## src/rtl/ad7357_sampler.sv

```systemverilog
// Dual-channel AD7357 serial sampler: CS_n framing, SCLK-enable request and 14-bit capture.
// Optional sticky start-while-busy flag enabled by defining AD7357_SAMPLER_OVERRUN_EN.
module ad7357_sampler #(
  parameter int unsigned CS_SETUP_CYC = 1,
  parameter int unsigned SAMPLE_DELAY = 2,
  parameter int unsigned QUIET_CYC    = 2
) (
  input  logic        i_clk,
  input  logic        i_rst_n,
  input  logic        i_start,
  input  logic        i_adc_sdata_a,
  input  logic        i_adc_sdata_b,
  output logic        o_adc_cs_n,
  output logic        o_ctl_cken,
  output logic        o_busy,
  output logic [13:0] o_data_a,
  output logic [13:0] o_data_b,
  output logic        o_valid,
  output logic        o_overrun
);

  typedef enum logic [1:0] {StIdle, StCssu, StShift, StQuiet} state_e;

  localparam logic [4:0] CssuLast  = 5'(CS_SETUP_CYC - 1);
  localparam logic [4:0] FirstCap  = 5'(SAMPLE_DELAY);
  localparam logic [4:0] LastCap   = 5'(SAMPLE_DELAY + 15);
  localparam logic [4:0] QuietLast = 5'(QUIET_CYC - 1);
  localparam logic [4:0] CkenCyc   = 5'd16;

  state_e      state_q, state_d;
  logic [4:0]  cnt_q, cnt_d;
  logic [13:0] shift_a_q, shift_b_q;
  logic [13:0] data_a_q, data_b_q;
  logic        valid_q;
  logic        capture, last_cap;

  // State register
  always_ff @(posedge i_clk) begin
    if (!i_rst_n) begin
      state_q <= StIdle;
      cnt_q   <= '0;
    end else begin
      state_q <= state_d;
      cnt_q   <= cnt_d;
    end
  end

  // Next-state logic; cnt counts cycles within the current state
  always_comb begin
    state_d = state_q;
    cnt_d   = cnt_q + 5'd1;
    unique case (state_q)
      StIdle: begin
        cnt_d = '0;
        if (i_start) state_d = StCssu;
      end
      StCssu: begin
        if (cnt_q == CssuLast) begin
          state_d = StShift;
          cnt_d   = '0;
        end
      end
      StShift: begin
        if (cnt_q == LastCap) begin
          state_d = (QUIET_CYC == 0) ? StIdle : StQuiet;
          cnt_d   = '0;
        end
      end
      StQuiet: begin
        if (cnt_q == QuietLast) begin
          state_d = StIdle;
          cnt_d   = '0;
        end
      end
      default: begin
        state_d = StIdle;
        cnt_d   = '0;
      end
    endcase
  end

  // Outputs decoded from state
  always_comb begin
    o_adc_cs_n = !((state_q == StCssu) || (state_q == StShift));
    o_busy     = (state_q != StIdle);
    o_ctl_cken = (state_q == StShift) && (cnt_q < CkenCyc);
  end

  assign capture  = (state_q == StShift) && (cnt_q >= FirstCap);
  assign last_cap = (state_q == StShift) && (cnt_q == LastCap);

  // The two leading zeros fall off the top of the 14-bit shifters
  always_ff @(posedge i_clk) begin
    if (!i_rst_n) begin
      shift_a_q <= '0;
      shift_b_q <= '0;
      data_a_q  <= '0;
      data_b_q  <= '0;
      valid_q   <= 1'b0;
    end else begin
      valid_q <= last_cap;
      if (capture) begin
        shift_a_q <= {shift_a_q[12:0], i_adc_sdata_a};
        shift_b_q <= {shift_b_q[12:0], i_adc_sdata_b};
      end
      if (last_cap) begin
        data_a_q <= {shift_a_q[12:0], i_adc_sdata_a};
        data_b_q <= {shift_b_q[12:0], i_adc_sdata_b};
      end
    end
  end

  assign o_data_a = data_a_q;
  assign o_data_b = data_b_q;
  assign o_valid  = valid_q;

`ifdef AD7357_SAMPLER_OVERRUN_EN
  logic overrun_q;

  always_ff @(posedge i_clk) begin
    if (!i_rst_n) begin
      overrun_q <= 1'b0;
    end else if (i_start && (state_q != StIdle)) begin
      overrun_q <= 1'b1;
    end
  end

  assign o_overrun = overrun_q;
`else
  assign o_overrun = 1'b0;
`endif

endmodule

```

## config.mk

```make
export PLATFORM = sky130hd
export DESIGN_NAME = ad7357_sampler
export DESIGN_NICKNAME = d
export VERILOG_FILES = /design/src/rtl/ad7357_sampler.sv
export SDC_FILE = /design/constraint.sdc
export NUM_CORES = 1
export LEC_CHECK = 0
export CORE_MARGIN = 5
export CORE_UTILIZATION = 48
export CTS_CLUSTER_SIZE = 12
export DETAILED_ROUTE_END_ITERATION = 6
export PLACE_DENSITY = 0.75
export SLEW_MARGIN = 20
export SYNTH_ARGS = -nofsm -noshare
export SYNTH_HDL_FRONTEND = slang
export SYNTH_SLANG_ARGS = --single-unit
```

## constraint.sdc

```tcl
create_clock -name i_clk -period 1.38 [get_ports i_clk]
set_input_delay 0.207 -clock i_clk [delete_from_list [all_inputs] [get_ports i_clk]]
set_output_delay 0.207 -clock i_clk [all_outputs]
set_load 0.01 [all_outputs]
```

==> metrics <==
wire length per cell approximately 14 µm; WHS ~450 ps; Lkg Pwr ~1.5 nW; Vias 2126; reg-to-reg slack, setup -220 ps; Core ar. 5200 µm²; critical path type flip-flop to flip-flop; Unique masters post-synth 29; total wire length 5930 µm; hpwl dp about 3400 µm; Synth Flop Type dfxtp_1; clock slew at reported path FFs around 70 ps; CTS tree yes; Synth top cells by count nand2_1 (108), dfxtp_1 (62), a21boi_0 (26); post-synth design cell area between 2000 and 3000 µm²; via-per-instance ratio 4.96; worst-path fanout max 5; worst reg-to-reg path cell count 7; all-layer global routing usage between 10% and 20%; status finished with violations; startpoint class of the critical path flip-flop; first-pass GRT wire length 9340 µm; Setup crit end kind flip-flop; post-synth top area cell dfxtp_1; Yosys reg bits 62; Setup-failing EPs final 59; antenna violations before repair 0; RSZ-0062 raised after global routing true; die height between 80 and 90 µm; Clk Latency, worst-skew pair roughly 340 ps; Hold Path Depth 2; Die Area ~7000 µm²; HP Start o_data_b[13]; clock buffer depth 2; gpl congestion 0.785; Clock Skew just under 8 ps; leading cell type by number of instances after synthesis nand2_1; Placed Instance Area approximately 3200 µm²; count of pins over their slew limit 0; Post-Syn Nets approximately 300; vias in the first global route about 2100; CTS H-tree depth 3; Antenna Nets Post-Route 0; Root Buffer clkbuf_8; register area share after synthesis between 40% and 50%; Die Wd roughly 84 µm; Hold EP o_data_b[13]; Yosys Warn Count 0; I/O pins 38; pwr dens about 1100 nW/µm²; HP Class flip-flop to flip-flop; Mapped Avg Cell Area ~9.0 µm²; crit path time final ~1600 ps; max frequency about 630 MHz; required time worst endpoint 1620 ps; R2R Path End o_data_a[12]; MaxCap Viol Count 0; Detailed Routing Iterations Pass 1 4; period utilization 116%; CTS Hold Bufs 0; Synth top area share between 40% and 50%; failing checks negative setup slack; Post-synth EDFFs 0; clock sinks a little over 60; maximum vdd drop between 0.9 and 1 mV; largest net degree at the start of global routing 30; ant diodes 0; layout cells sized above 1 ~39%; 1st-iter DRT viols 87; final worst slack -216 ps; Layout area overhead 43.9%; Fin. Hold Viols 0; asr flop ratio synth 0%; Synth Instances 291; reg-to-reg startpoint cnt_q[1]; total CTS buffers 9; Synth area leaders dfxtp_1 (47%), nand2_1 (15%), a21boi_2 (9.0%); Finished Cell Area 3760 µm²; site row count 26; PortBufs 36; Starting Density between 50% and 60%; grt ovf 0; Post-route DRC 0; Final #Nets 368; Critical Path AT roughly 1800 ps
==> per-stage QoR <==
step,instances,power (mW),TNS (ps),setup slack [ps],utilization (%)
global route,429,4.44,-8440,-267,72.3
finish,429,4.23,-4310,-216,72.3
CTS,424,4.07,-2360,-76.3,67.2
detailed placement,401,2.56,-1500,-115,61.7
global placement,401,2.55,-452,-80.5,61.7
floorplan,291,2.28,-96.1,-11.1,-
==> layer usage <==
layer  global-route usage [%]  vias up  part of all wire [%]
li1                         -     1064                     -
met1                     18.8     1008                    43
met2                     27.6       41                    49
met3                     4.44       13                   4.6
met4                     7.75        0                   2.6
met5                        0        -                     0
==> worst max-delay path: stages (launching register included) <==
cell	delay (ps)
dfxtp_4	360
inv_4	60
ha_4	110
nor3b_4	230
and3_4	330
buf_6	160
nand2_2	70
a21boi_1	180
==> state kept, by name, indices dropped and copies added, names as in the netlist <==
signal     flops
o_data_a      14
o_data_b      14
shift_a_q     13
shift_b_q     13
cnt_q          5
state_q        2
o_valid        1
==> cells by family (layout without fill, tap and decap cells) <==
family | Yosys count | after routing | synth area share [%]
flip-flops | 62 | 62 | 47.4
other | 1 | 1 | 0.143
AND/OR/NAND/NOR | 128 | 128 | 20.0
multiplexers | 3 | 3 | 1.15
adder cells (fa/ha/maj) | 8 | 8 | 3.83
AO/OA/AOI/OAI | 60 | 60 | 20.7
buffers and inverters | 26 | 94 | 5.74
XOR/XNOR | 3 | 3 | 1.00
==> cells in the final DEF (no fill, tap or decap), drive strengths merged, types with 2 or more instances in the layout <==
cell type,netlist,layout
nor3,2,2
xor2,2,2
nor2,7,7
mux2i,3,3
dfxtp,62,62
o21ai,2,2
clkinv,0,3
inv,7,7
ha,8,8
clkbuf,6,12
nor2b,2,2
a21boi,56,56
nand2,111,111
dlygate4sd2,0,29
clkdlybuf4s50,0,4
nand3,3,3
buf,13,38
==> repair_timing <==
action	in CTS	in global routing
resized for setup	89	62
pin swaps	5	31
buffers inserted	7	3
setup endpoints to repair	94	65
gates cloned	2	2
==> final cells by class <==
| class | count | area (µm²) |
|---|---|---|
| Multi-Input combinational cell | 203 | 1490 |
| Tap cell | 70 | 87.6 |
| Timing Repair Buffer | 72 | 722 |
| Fill cell | 385 | 1440 |
| Clock inverter | 4 | 22.5 |
| Inverter | 7 | 33.8 |
| Clock buffer | 11 | 151 |
| Sequential cell | 62 | 1250 |
==> how the worst max path moves through the flow <==
stage,slack (ps),startpoint,endpoint,depth (start not counted)
2_1_floorplan,-10,cnt_q[1],o_data_a[10],8
3_3_place_gp,-80,state_q[1],o_adc_cs_n,4
3_5_place_dp,-110,state_q[0],state_q[0],7
4_1_cts,-80,cnt_q[1],o_data_b[10],7
5_1_grt,-270,cnt_q[1],o_data_a[12],7
6_report,-220,cnt_q[1],o_data_a[12],7
==> power breakdown <==
part,switching (mW),leakage (nW),internal [mW]
clock network,0.695,0.0910,0.730
registers,0.0419,0.502,1.83
logic,0.422,0.930,0.512
total,1.16,1.52,3.07
Note: power is estimated with default switching activity, not from simulation.
